==> config.mk <==
export PLATFORM = sky130hd
export DESIGN_NAME = pe_alu_pipe
export DESIGN_NICKNAME = d
export VERILOG_FILES = /design/src/rtl/pe_alu_pkg.sv /design/src/rtl/pe_alu_comb.sv /design/src/rtl/pe_alu_pipe.sv
export SDC_FILE = /design/constraint.sdc
export NUM_CORES = 1
export LEC_CHECK = 0
export ABC_AREA = 1
export CAP_MARGIN = 20
export CORE_MARGIN = 2
export CORE_UTILIZATION = 50
export DETAILED_ROUTE_END_ITERATION = 10
export MAX_ROUTING_LAYER = met4
export PLACE_DENSITY = 0.71
export SYNTH_ARGS = -nofsm -noshare
export SYNTH_HDL_FRONTEND = slang
export SYNTH_SLANG_ARGS = --single-unit
==> constraint.sdc <==
create_clock -name clk -period 7.65 [get_ports clk]
set_input_delay 1.53 -clock clk [delete_from_list [all_inputs] [get_ports clk]]
set_output_delay 1.53 -clock clk [all_outputs]
set_load 0.02 [all_outputs]
==> src/rtl/pe_alu_pkg.sv <==
// Shared types and constants for the pipelined PE ALU.
// Op encodings, op_code field positions and the pipe payload struct.
package pe_alu_pkg;

    typedef enum logic [5:0] {
        OpAdd    = 6'h00,
        OpSub    = 6'h01,
        OpAbs    = 6'h03,
        OpGteMax = 6'h04,
        OpLteMin = 6'h05,
        OpEq     = 6'h06,
        OpSel    = 6'h08,
        OpMult0  = 6'h0B,
        OpMult1  = 6'h0C,
        OpMult2  = 6'h0D,
        OpRelu   = 6'h0E,
        OpRshft  = 6'h0F,
        OpLshft  = 6'h11,
        OpOr     = 6'h12,
        OpAnd    = 6'h13,
        OpXor    = 6'h14
    } pe_op_e;

    localparam int unsigned PE_SIGNED_BIT = 6;
    localparam int unsigned PE_ACC_BIT    = 7;

    // Payload is sized for the widest supported datapath; narrower units use the low bits.
    localparam int unsigned PE_MAX_WIDTH  = 64;

    typedef struct packed {
        logic [PE_MAX_WIDTH-1:0] res;
        logic                    res_p;
    } pe_res_t;

endpackage

==> src/rtl/pe_alu_comb.sv <==
// Combinational PE operation datapath: computes result and flag for one operand bundle.
// Signedness affects compare, multiply, arithmetic right shift and ABS only.
module pe_alu_comb
    import pe_alu_pkg::*;
#(
    parameter int unsigned DataWidth = 16
) (
    input  logic [5:0]           op,
    input  logic                 is_signed,
    input  logic [DataWidth-1:0] a,
    input  logic [DataWidth-1:0] b,
    input  logic                 d_p,
    output logic [DataWidth-1:0] res,
    output logic                 res_p
);

    localparam int unsigned Half = DataWidth / 2;
    localparam int unsigned ShW  = $clog2(DataWidth);
    localparam int unsigned W2   = 2 * DataWidth;

    logic [DataWidth:0]          add_sum;
    logic [DataWidth:0]          sub_sum;
    logic signed [DataWidth-1:0] a_s;
    logic signed [DataWidth-1:0] b_s;
    logic                        a_ge_b;
    logic                        a_le_b;
    logic [ShW-1:0]              sh;
    logic [DataWidth-1:0]        srl_res;
    logic [DataWidth-1:0]        sra_res;
    logic [DataWidth-1:0]        sll_res;
    logic [DataWidth-1:0]        neg_a;
    logic [W2-1:0]               a_ext;
    logic [W2-1:0]               b_ext;
    logic [W2-1:0]               prod;
    logic                        mult_ovf;

    assign add_sum = {1'b0, a} + {1'b0, b} + {{DataWidth{1'b0}}, d_p};
    assign sub_sum = {1'b0, a} + {1'b0, ~b} + {{DataWidth{1'b0}}, 1'b1};

    // Keep signed views in separate nets so a mixed ?: never demotes them to unsigned.
    assign a_s    = a;
    assign b_s    = b;
    assign a_ge_b = is_signed ? (a_s >= b_s) : (a >= b);
    assign a_le_b = is_signed ? (a_s <= b_s) : (a <= b);

    assign sh      = b[ShW-1:0];
    assign srl_res = a >> sh;
    assign sra_res = a_s >>> sh;
    assign sll_res = a << sh;
    assign neg_a   = ~a + {{(DataWidth-1){1'b0}}, 1'b1};

    // Extending to 2*DataWidth makes a plain multiply exact for both signednesses.
    assign a_ext = is_signed ? {{DataWidth{a[DataWidth-1]}}, a} : {{DataWidth{1'b0}}, a};
    assign b_ext = is_signed ? {{DataWidth{b[DataWidth-1]}}, b} : {{DataWidth{1'b0}}, b};
    assign prod  = a_ext * b_ext;

    assign mult_ovf = is_signed ? (prod[W2-1:DataWidth] != {DataWidth{prod[DataWidth-1]}})
                                : (|prod[W2-1:DataWidth]);

    always_comb begin
        res   = a;
        res_p = d_p;
        case (op)
            OpAdd: begin
                res   = add_sum[DataWidth-1:0];
                res_p = add_sum[DataWidth];
            end
            OpSub: begin
                res   = sub_sum[DataWidth-1:0];
                res_p = sub_sum[DataWidth];
            end
            OpAbs: begin
                res   = (is_signed && a[DataWidth-1]) ? neg_a : a;
                res_p = a[DataWidth-1];
            end
            OpGteMax: begin
                res_p = a_ge_b;
                res   = a_ge_b ? a : b;
            end
            OpLteMin: begin
                res_p = a_le_b;
                res   = a_le_b ? a : b;
            end
            OpEq: begin
                res_p = (a == b);
                res   = b;
            end
            OpSel: begin
                res   = d_p ? a : b;
                res_p = 1'b0;
            end
            OpMult0: begin
                res   = prod[DataWidth-1:0];
                res_p = mult_ovf;
            end
            OpMult1: begin
                res   = prod[Half +: DataWidth];
                res_p = mult_ovf;
            end
            OpMult2: begin
                res   = prod[W2-1:DataWidth];
                res_p = mult_ovf;
            end
            OpRelu: begin
                res   = a[DataWidth-1] ? '0 : a;
                res_p = a[DataWidth-1];
            end
            OpRshft: begin
                res   = is_signed ? sra_res : srl_res;
                res_p = 1'b0;
            end
            OpLshft: begin
                res   = sll_res;
                res_p = 1'b0;
            end
            OpOr: begin
                res   = a | b;
                res_p = 1'b0;
            end
            OpAnd: begin
                res   = a & b;
                res_p = 1'b0;
            end
            OpXor: begin
                res   = a ^ b;
                res_p = 1'b0;
            end
            default: begin
                res   = a;
                res_p = d_p;
            end
        endcase
    end

endmodule

==> src/rtl/pe_alu_pipe.sv <==
// Pipelined PE compute unit: computes at acceptance, then carries the result through
// NumStages back-pressurable register stages. Also owns the accumulator.
module pe_alu_pipe
    import pe_alu_pkg::*;
#(
    parameter int unsigned DataWidth = 16,
    parameter int unsigned NumStages = 2
) (
    input  logic                 clk,
    input  logic                 rst_n,
    input  logic                 in_valid,
    output logic                 in_ready,
    input  logic [8:0]           op_code,
    input  logic [DataWidth-1:0] op_a,
    input  logic [DataWidth-1:0] op_b,
    input  logic                 op_d_p,
    input  logic                 acc_clr,
    output logic                 out_valid,
    input  logic                 out_ready,
    output logic [DataWidth-1:0] res,
    output logic                 res_p,
    output logic [DataWidth-1:0] acc
);

    logic                 advance;
    logic                 accept;
    logic [DataWidth-1:0] acc_q;
    logic [DataWidth-1:0] op_a_eff;
    logic [DataWidth-1:0] alu_res;
    logic                 alu_res_p;
    pe_res_t              stage_d;
    logic [NumStages-1:0] valid_q;
    pe_res_t              data_q [NumStages];
    logic                 unused_bits;

    // The whole pipe moves as one; any stall at the output freezes every stage.
    assign advance  = !out_valid || out_ready;
    assign in_ready = advance;
    assign accept   = in_valid && advance;

    assign op_a_eff = op_code[PE_ACC_BIT] ? acc_q : op_a;

    pe_alu_comb #(
        .DataWidth (DataWidth)
    ) u_alu (
        .op        (op_code[5:0]),
        .is_signed (op_code[PE_SIGNED_BIT]),
        .a         (op_a_eff),
        .b         (op_b),
        .d_p       (op_d_p),
        .res       (alu_res),
        .res_p     (alu_res_p)
    );

    always_comb begin
        stage_d                      = '0;
        stage_d.res[DataWidth-1:0]   = alu_res;
        stage_d.res_p                = alu_res_p;
    end

    always_ff @(posedge clk or negedge rst_n) begin
        if (!rst_n) begin
            valid_q <= '0;
            for (int i = 0; i < NumStages; i++) begin
                data_q[i] <= '0;
            end
        end else if (advance) begin
            valid_q[0] <= accept;
            data_q[0]  <= stage_d;
            for (int i = 1; i < NumStages; i++) begin
                valid_q[i] <= valid_q[i-1];
                data_q[i]  <= data_q[i-1];
            end
        end
    end

    // Accumulator updates at acceptance so the next bundle sees it with no hazard.
    always_ff @(posedge clk or negedge rst_n) begin
        if (!rst_n) begin
            acc_q <= '0;
        end else if (acc_clr) begin
            acc_q <= '0;
        end else if (accept && op_code[PE_ACC_BIT]) begin
            acc_q <= alu_res;
        end
    end

    assign out_valid = valid_q[NumStages-1];
    assign res       = data_q[NumStages-1].res[DataWidth-1:0];
    assign res_p     = data_q[NumStages-1].res_p;
    assign acc       = acc_q;

    assign unused_bits = ^{op_code[8], data_q[NumStages-1].res[PE_MAX_WIDTH-1:DataWidth]};

endmodule

# Yosys cells after proc, flatten, opt, wreduce, memory -nomap -nowiden
# Index checks and enable logic that the tools add are counted.
[word_totals]
regBits = 52
word_cells = 68
inputBits = 47
[classes]
eq_ne = 17
bitwise_logic = 5
n_reduce_logical = 11
addsub = 5
shift = 3
n_mux = 16
n_lt_le_gt_ge = 4
mul = 1
[op_table]
columns = ["op", "n"]
rows = [
  ["16-bit case mux with 16 select lines", 1],
  ["16-bit two-way mux", 8],
  ["32-bit two-way mux", 2],
  ["6-bit by 4-bit equality test with 1-bit output (second input constant)", 6],
  ["16-bit by 16-bit adder with 17-bit output", 2],
  ["16-bit greater-or-equal comparator", 2],
  ["16-bit less-or-equal comparator", 2],
  ["32-bit by 32-bit multiplier with 32-bit output", 1],
  ["16-bit NOT", 2],
  ["6-bit by 5-bit equality test with 1-bit output (second input constant)", 4],
  ["6-bit by 3-bit equality test with 1-bit output (second input constant)", 3],
  ["17-bit by 1-bit adder with 17-bit output", 1],
  ["17-bit by 1-bit adder with 17-bit output (second input constant)", 1],
  ["16-bit by 1-bit adder with 16-bit output (second input constant)", 1],
  ["16-bit AND", 1],
  ["16-bit equality test", 1],
  ["16-bit inequality test", 1],
  ["16-bit bitwise OR", 1],
  ["16-bit OR reduction", 1],
  ["16-bit by 4-bit << shifter with 16-bit output", 1],
  ["16-bit by 4-bit >> shifter with 16-bit output", 1],
  ["16-bit by 4-bit >>> shifter with 16-bit output", 1],
  ["16-bit bitwise XOR", 1],
  ["15-bit two-way mux", 1],
  ["other kinds (12)", 16],
]

# Logic depth before layout (Yosys ltp)
# Gate-level depths: netlist of the first run.
[depth]
ltp_word = 7
depth_mapped = 44
mapped_depth_nobuf = 43

# By module
# Synthesis of the first run repeated with hierarchy kept, for this count alone.
[hier_totals]
hier_cells = 3245
hier_area_um2 = 22462.8
[by_module_without_submodules]
columns = ["mod", "area_per_inst_um2", "seq_area_each_um2", "instances", "cells_each"]
rows = [
  ["pe_alu_comb", 19875.3, 0.0, 1, 2971],
  ["pe_alu_pipe", 2587.5, 1301.2, 1, 274],
]

# Worst setup path after synthesis of the first run
# No wires, ideal clock.
[synth_path]
kind = "in2reg"
startpoint = "input port op_code[7]"
endpoint = "register data_q[65] (netlist name)"
arrival_ns = 8.466
n_path_buf = 2
cell_stages = 35
slack_ns = -0.933
path_cell_list = "inv_2 nand2_1 nand2_2 nand2_2 buf_2 buf_1 nor2_1 inv_1 fa_1 inv_1 fa_1 inv_1 fa_1 fa_1 inv_1 fa_1 fa_1 fa_1 fa_1 ha_1 nand2_1 nor3_1 nand3_1 nand3_1 nand2_1 nand2_1 inv_1 o21ai_0 nand3_1 nor2_1 nand3_1 nand2_1 nand2_1 nand2_1 nand2_1"
[synth_via]
elab_chain_cells = 6
elab_cells_between_ends = 18
[synth_rtl]
columns = ["element", "line_no", "rtl"]
rows = [
  ["start: declaration", "pe_alu_pipe.sv:13", "input logic [8:0] op_code,"],
  ["16-bit two-way mux *", "pe_alu_pipe.sv:41", "assign op_a_eff = op_code[PE_ACC_BIT] ? acc_q : op_a;"],
  ["32-bit two-way mux", "pe_alu_comb.sv:53", "assign a_ext = is_signed ? {{DataWidth{a[DataWidth-1]}}, a} : {{DataWidth{1'b0}}, a};"],
  ["32-bit by 32-bit multiplier with 32-bit output", "pe_alu_comb.sv:55", "assign prod = a_ext * b_ext;"],
  ["16-bit inequality test or 16-bit OR reduction (tied branches)", "pe_alu_comb.sv:57, pe_alu_comb.sv:58", ""],
  ["1-bit two-way mux", "pe_alu_comb.sv:57", "assign mult_ovf = is_signed ? (prod[W2-1:DataWidth] != {DataWidth{prod[DataWidth-1]}})"],
  ["1-bit case mux with 8 select lines *", "pe_alu_comb.sv:63", "case (op)"],
  ["end signal: indexed assignment", "pe_alu_pipe.sv:72", "data_q[i] <= data_q[i-1];"],
  ["end: declaration", "pe_alu_pipe.sv:33", "pe_res_t data_q [NumStages];"],
]
# Mark *: on every way between the ends. The rest lies on a longest branch, timed or not.
# A chain may end at the register's enable or synchronous reset.

# Worst setup path in the final report of the first run
[layout_path]
startpoint = "input port op_code[7]"
endpoint = "register data_q[73] (netlist name)"
[layout_via]
elab_chain_cells = 5
elab_cells_between_ends = 29
[layout_rtl]
columns = ["element", "line_no"]
rows = [
  ["16-bit two-way mux *", "pe_alu_pipe.sv:41"],
  ["branches (longest 3 deep; another with 32-bit by 32-bit multiplier with 32-bit output)", "--"],
  ["16-bit case mux with 16 select lines *", "pe_alu_comb.sv:63"],
]
# Every way passes the cells marked *.

==> impl_metrics.env, run 1 <==
export IMPL_synth_fp_nets=3699
export IMPL_fin_tns_setup_ps=-34210
export IMPL_start_util=0.508
export IMPL_ios=82
export IMPL_synth_adder_area_share=0.424
export IMPL_grt_use_met3=0.0907
export IMPL_synthDistinctLibCells=50
export IMPL_setup_viol=33
export IMPL_drt_pass1_iter_count=7
export IMPL_crit_fanout=6
export IMPL_vias=25400
export IMPL_relSlewSlack=0.233
export IMPL_synth_area_leader_cell="fa_1"
export IMPL_cpMostUsedCell="fa_1"
export IMPL_final_cell_area_sq_um=28900
export IMPL_cts_htree_levels=2
export IMPL_critical_path_slowest_cell="fa_1"
export IMPL_maxSlewViolCount=0
export IMPL_syn2layout_area_growth_pct=35.2
export IMPL_layout_nets=4157
export IMPL_cts_num_sinks=52
export IMPL_dp_hpwl_um=84700
export IMPL_die_h_um=211
export IMPL_synthSimpleGateAreaFrac=0.284
export IMPL_busiest_layer="met2"
export IMPL_yosysWarnings=0
export IMPL_final_period_utilization=1.18
export IMPL_globalRoute_totalOverflow=0
export IMPL_ys_top_cells_by_area="fa_1 33%, nand2_1 14%, inv_1 10%"
export IMPL_wl_per_cell_um=26.8
export IMPL_synth_top_area_share=0.325
export IMPL_grt_pass1_wl_um=156000
export IMPL_cts_hold_buf=0
export IMPL_die_w_um=211
export IMPL_cap_viol_max_count=0
export IMPL_initialDrtViolationCount=3665
export IMPL_clock_path_buffers=2
export IMPL_synth_edf_count=0
export IMPL_drcViolationCount=0
export IMPL_routed_wl_um=111000
export IMPL_clock_fmax_mhz=111
export IMPL_fin_util=0.687
export IMPL_synth_top_family_by_area="adder cells"
export IMPL_setup_slack_ps=-1370
export IMPL_whs_path_depth=2
export IMPL_core_area_sq_um=42100
export IMPL_fin_skew_ps=8.54
export IMPL_arrival_ps=9200
export IMPL_crit_path_end_kind="register"
export IMPL_min_period_ps=9020
export IMPL_detail_route_antenna_nets=0
export IMPL_reg2regPathDepth=31
export IMPL_cts_buffers=5
export IMPL_async_flop_share=1.00
export IMPL_first_global_vias=24900
export IMPL_synth_area_sq_um=21400
export IMPL_r2r_slack_ps=-210
export IMPL_syn_inst=3135
export IMPL_cts_tree="yes"
export IMPL_dieArea_sq_um=44500
export IMPL_finalHoldViolations=0
export IMPL_min_path_type="register to register"
export IMPL_drive_gt1_frac=0.276
export IMPL_synth_mux_area_frac=0
export IMPL_hold_end="valid_q[1]"
export IMPL_synth_compound_area_share=0.0891
export IMPL_grt_max_degree=53
export IMPL_viasPerCell=6.15
export IMPL_cp_required_ps=7830
export IMPL_start_kind="input port"
export IMPL_num_rows=75
export IMPL_rsz0062_at_grt="true"
export IMPL_portBuffers=80
export IMPL_path_clk_slew_ps=80
export IMPL_tightest_slew_ps=1150
export IMPL_grt_antenna_before_repair=2
export IMPL_violations="setup timing"
export IMPL_synth_area_per_cell_sq_um=6.83
export IMPL_synth_xor_area_frac=0.00736
export IMPL_ys_seq_elements=52
export IMPL_use_met1=0.605
export IMPL_placed_area_sq_um=26000
export IMPL_gp_congestion=1.12
export IMPL_min_from="valid_q[0]"
export IMPL_root_buffer="clkbuf_16"
export IMPL_synthFlopType="dfrtp_1"
export IMPL_r2r_start="acc[15]"
export IMPL_ys_seq_area_frac=0.0608
export IMPL_cpPeakStageDelay_ps=570
export IMPL_insertion_delay_ps=300
export IMPL_r2r_end="data_q[79]"
export IMPL_track_usage=0.492
export IMPL_outcome="finished, violations left"
export IMPL_critPathKind="input port to register"
export IMPL_use_met2=0.737
-- kinds of logic after synthesis --
| logic type | Yosys count |
|---|---|
| flops | 52 |
| fa+ha+maj | 517 |
| xor+xnor | 18 |
| compound gates | 332 |
| buf+inv | 738 |
| simple gates | 1478 |
-- final cells by class --
cell class,count,area (sq um)
repair buffers,579,5090
inverters,610,2370
flip-flops and latches,52,1300
multi-input cells,2345,19400
fillers,3274,13200
clock buffers,5,125
well taps,539,674
diodes,2,5.00
clock inverters,3,27.5
-- through the flow --
step / hold WS (ps) / instances / setup slack (ps)
4_1_cts: 449 / 4103 / -938
3_5_place_dp: 433 / 4047 / -2040
2_1_floorplan: 420 / 3135 / -411
5_1_grt: 481 / 4135 / -1470
6_report: 458 / 4135 / -1370
3_3_place_gp: 435 / 4047 / -1950
-- Yosys cell counts (2+ instances only) --
| cell | number |
|---|---|
| xnor2_1 | 11 |
| o21ai_2 | 7 |
| nand2_2 | 11 |
| a21o_1 | 3 |
| nor4_1 | 3 |
| inv_1 | 584 |
| o21ai_1 | 41 |
| clkinv_1 | 12 |
| o22ai_1 | 13 |
| nor3_1 | 34 |
| clkbuf_1 | 55 |
| o221ai_1 | 2 |
| nand3b_1 | 6 |
| buf_1 | 25 |
| nand4_1 | 41 |
| nand2_1 | 819 |
| dfrtp_1 | 52 |
| ha_1 | 169 |
| nor2_2 | 7 |
| o211ai_1 | 15 |
| o21bai_1 | 5 |
| nand3_1 | 183 |
| o31ai_1 | 7 |
| or2_1 | 2 |
| o21a_1 | 3 |
| nand2_4 | 2 |
| a21oi_1 | 103 |
| o2111ai_1 | 17 |
| buf_4 | 20 |
| or2_2 | 10 |
| buf_2 | 26 |
| a31oi_1 | 6 |
| nor2_1 | 355 |
| o21ai_4 | 2 |
| inv_2 | 14 |
| xor2_1 | 7 |
| fa_1 | 348 |
| o21ai_0 | 103 |
-- how the worst max path moves through the flow --
stage          startpoint    endpoint  slack, ps
2_1_floorplan  op_code[7]  data_q[65]       -410
3_3_place_gp   op_code[7]  data_q[81]      -1950
3_5_place_dp   op_code[7]  data_q[65]      -2040
4_1_cts        op_code[7]     acc[14]       -940
5_1_grt        op_code[7]  data_q[76]      -1470
6_report       op_code[7]  data_q[73]      -1370
-- layer usage --
| metal | wire, um | vias up |
|---|---|---|
| met1 | 39100 | 12100 |
| li1 | - | 10500 |
| met3 | 12400 | 749 |
| met4 | 11800 | 0 |
| met5 | 0 | - |
| met2 | 47400 | 2068 |
-- timing repair --
| item | 4_1_cts | 5_1_grt |
|---|---|---|
| hold endpoints to repair | 0 | 0 |
| endpoints found under the setup margin | 33 | 33 |
| gates resized for setup | 349 | 231 |
| pin swaps | 179 | 132 |
| gates cloned | 4 | 1 |
| setup buffers | 50 | 34 |
-- registers in the layout, indices dropped and copies added (netlist names) --
| name | cells |
|---|---|
| acc | 16 |
| valid_q | 2 |
| res_p | 1 |
| data_q | 17 |
| res | 16 |
-- cell usage in the layout (no fill, tap or decap), drive strengths merged, types with 2 or more instances in the layout --
cell type,n
nand3b,6
buf,496
a31oi,6
fa,348
o31ai,7
clkdlybuf4s50,55
o2111ai,17
nor4,4
nor3,35
clkbuf,7
dlygate4sd2,18
o22ai,13
bufbuf,4
nor2,362
or2,13
inv,602
clkinv,10
o21ai,153
xor2,7
o21a,3
dlymetal6s2s,3
a21oi,104
o21bai,5
o211ai,15
nand4,41
a21o,3
dfrtp,52
ha,169
o221ai,2
nand3,184
nand2,832
xnor2,11
diode,2
-- critical path: cells and delay by family --
family	cells	cell delay, ps
fa+ha+maj	9	4350
simple gates	11	1780
buf+inv	8	1020
compound gates	3	480
Power of run 1 is left out: the tool's default activity adds up to more than one toggle a clock period on the data nets, which glitch-free logic cannot reach.
==> run 2, diff against run 1 <==
CTS_BUF_LIST = sky130_fd_sc_hd__clkbuf_4 sky130_fd_sc_hd__clkbuf_8   (was default)
==> impl_metrics.env, run 2 (same netlist as run 1, synthesis figures left out) <==
export IMPL_finalHoldViolations=0
export IMPL_min_path_type="register to register"
export IMPL_cts_tree="yes"
export IMPL_critical_path_slowest_cell="fa_1"
export IMPL_multi_input_area_sq_um=19500
export IMPL_detail_route_antenna_nets=0
export IMPL_gp_congestion=1.12
export IMPL_relSlewSlack=0.0768
export IMPL_cts_num_sinks=52
export IMPL_routed_wl_um=110000
export IMPL_clock_fmax_mhz=112
export IMPL_vias=25400
export IMPL_final_cell_mix="706 x nand2_1, 516 x inv_1, 427 x buf_4, 301 x fa_1, 278 x nor2_1"
export IMPL_fin_skew_ps=14.6
export IMPL_track_usage=0.492
export IMPL_crit_fanout=10
export IMPL_critPathKind="input port to register"
export IMPL_wl_per_cell_um=26.6
export IMPL_viasPerCell=6.12
export IMPL_initialDrtViolationCount=3488
export IMPL_cpLargestDelayFamily="adder cells"
export IMPL_min_period_ps=8910
export IMPL_start_kind="input port"
export IMPL_core_area_sq_um=42100
export IMPL_fillers=3246
export IMPL_die_h_um=211
export IMPL_ios=82
export IMPL_violations="setup timing"
export IMPL_grt_antenna_before_repair=2
export IMPL_syn2layout_area_growth_pct=36.3
export IMPL_tightest_slew_ps=1380
export IMPL_fin_util=0.693
export IMPL_maxSlewViolCount=0
export IMPL_largest_reg_flops=17
export IMPL_cts_hold_buf=0
export IMPL_cts_buffers=5
export IMPL_cts_htree_levels=2
export IMPL_die_w_um=211
export IMPL_critPathBufInv=9
export IMPL_final_common_cell="nand2_1"
export IMPL_setup_slack_ps=-1260
export IMPL_layoutNonFillerInstCount=4142
export IMPL_grt_pass1_wl_um=156000
export IMPL_globalRoute_totalOverflow=0
export IMPL_top_register="data_q"
export IMPL_setup_viol=33
export IMPL_crit_path_end_kind="register"
export IMPL_layout_nets=4164
export IMPL_root_buffer="clkbuf_8"
export IMPL_path_clk_slew_ps=100
export IMPL_seqCellArea_sq_um=1300
export IMPL_final_period_utilization=1.17
export IMPL_cpPeakStageDelay_ps=620
export IMPL_first_global_vias=25000
export IMPL_outcome="finished, violations left"
export IMPL_cpMostUsedCell="fa_1"
export IMPL_portBuffers=80
export IMPL_dieArea_sq_um=44500
export IMPL_place_ws_ps=-2040
export IMPL_dpl_cell_count=4047
export IMPL_start_util=0.508
export IMPL_grt_max_degree=53
export IMPL_drcViolationCount=0
export IMPL_arrival_ps=9130
export IMPL_dp_hpwl_um=84700
export IMPL_drt_pass1_iter_count=7
export IMPL_rsz0062_at_grt="true"
export IMPL_clock_path_buffers=2
export IMPL_drive_gt1_frac=0.282
export IMPL_cap_viol_max_count=0
export IMPL_insertion_delay_ps=330
export IMPL_cp_required_ps=7870
export IMPL_num_rows=75
-- run 2: cell count changes in the layout (fill, tap and decap cells not counted), sizes merged, moves of 2 or more --
cell / previous run / this run
clkdlybuf4s50: 55 / 58
inv: 602 / 599
dlymetal6s2s: 3 / 1
clkinv: 10 / 12
bufbuf: 4 / 1
buf: 496 / 505
-- run 2: worst min-delay path: stages, from the launching register on --
cell and delay, ps:
dfrtp_1 340, inv_1 50, nand2_1 50
-- run 2: path summary, 6_finish.rpt --
| check | from | endpoint | slack [ps] | cells past startpoint |
|---|---|---|---|---|
| max | op_b[10] | data_q[71] | -1260 | 30 |
| min | valid_q[0] | valid_q[1] | 460 | 2 |
| max reg2reg | acc[15] | data_q[80] | -220 | 34 |
| min reg2reg | valid_q[0] | valid_q[1] | 460 | 2 |
| max in group asynchronous | rst_n | res[8] | 5860 | 2 |
| min in group asynchronous | rst_n | acc[3] | 1330 | 2 |
-- run 2: stage by stage --
| step | cell area (sq um) | hold slack (ps) | setup TNS (ps) |
|---|---|---|---|
| 3_5_place_dp | 26000 | 433 | -58760 |
| 6_report | 29200 | 464 | -32950 |
| 4_1_cts | 27900 | 456 | -22770 |
| 5_1_grt | 29200 | 489 | -36140 |
| 3_3_place_gp | 26000 | 435 | -55690 |
| 2_1_floorplan | 21900 | 420 | -5080 |
-- run 2: routing by layer --
metal / vias to the layer above / global-route usage / share of wire / wire length (um)
met5: - / - / 0 / 0
met4: 0 / 0.336 / 0.10 / 11100
met3: 715 / 0.0972 / 0.12 / 13000
met2: 2052 / 0.739 / 0.43 / 47700
met1: 12000 / 0.601 / 0.35 / 38200
li1: 10600 / - / - / -
-- run 2: what timing repair did --
item                                    CTS  global route
gates resized for setup                 400           231
gates cloned                              4             2
endpoints found under the setup margin   33            33
setup buffers                            45            45
pin swaps                               173           145
-- run 2: final cells by class --
type                       count  area share
sequential                    52      0.0446
tap                          539      0.0231
clock inverter                 3    0.000943
inverter                     610      0.0815
multi-input combinational   2345       0.669
antenna                        2    0.000172
timing repair buffer         586       0.178
clock buffer                   5     0.00236
Power of run 2 is left out for the same reason.
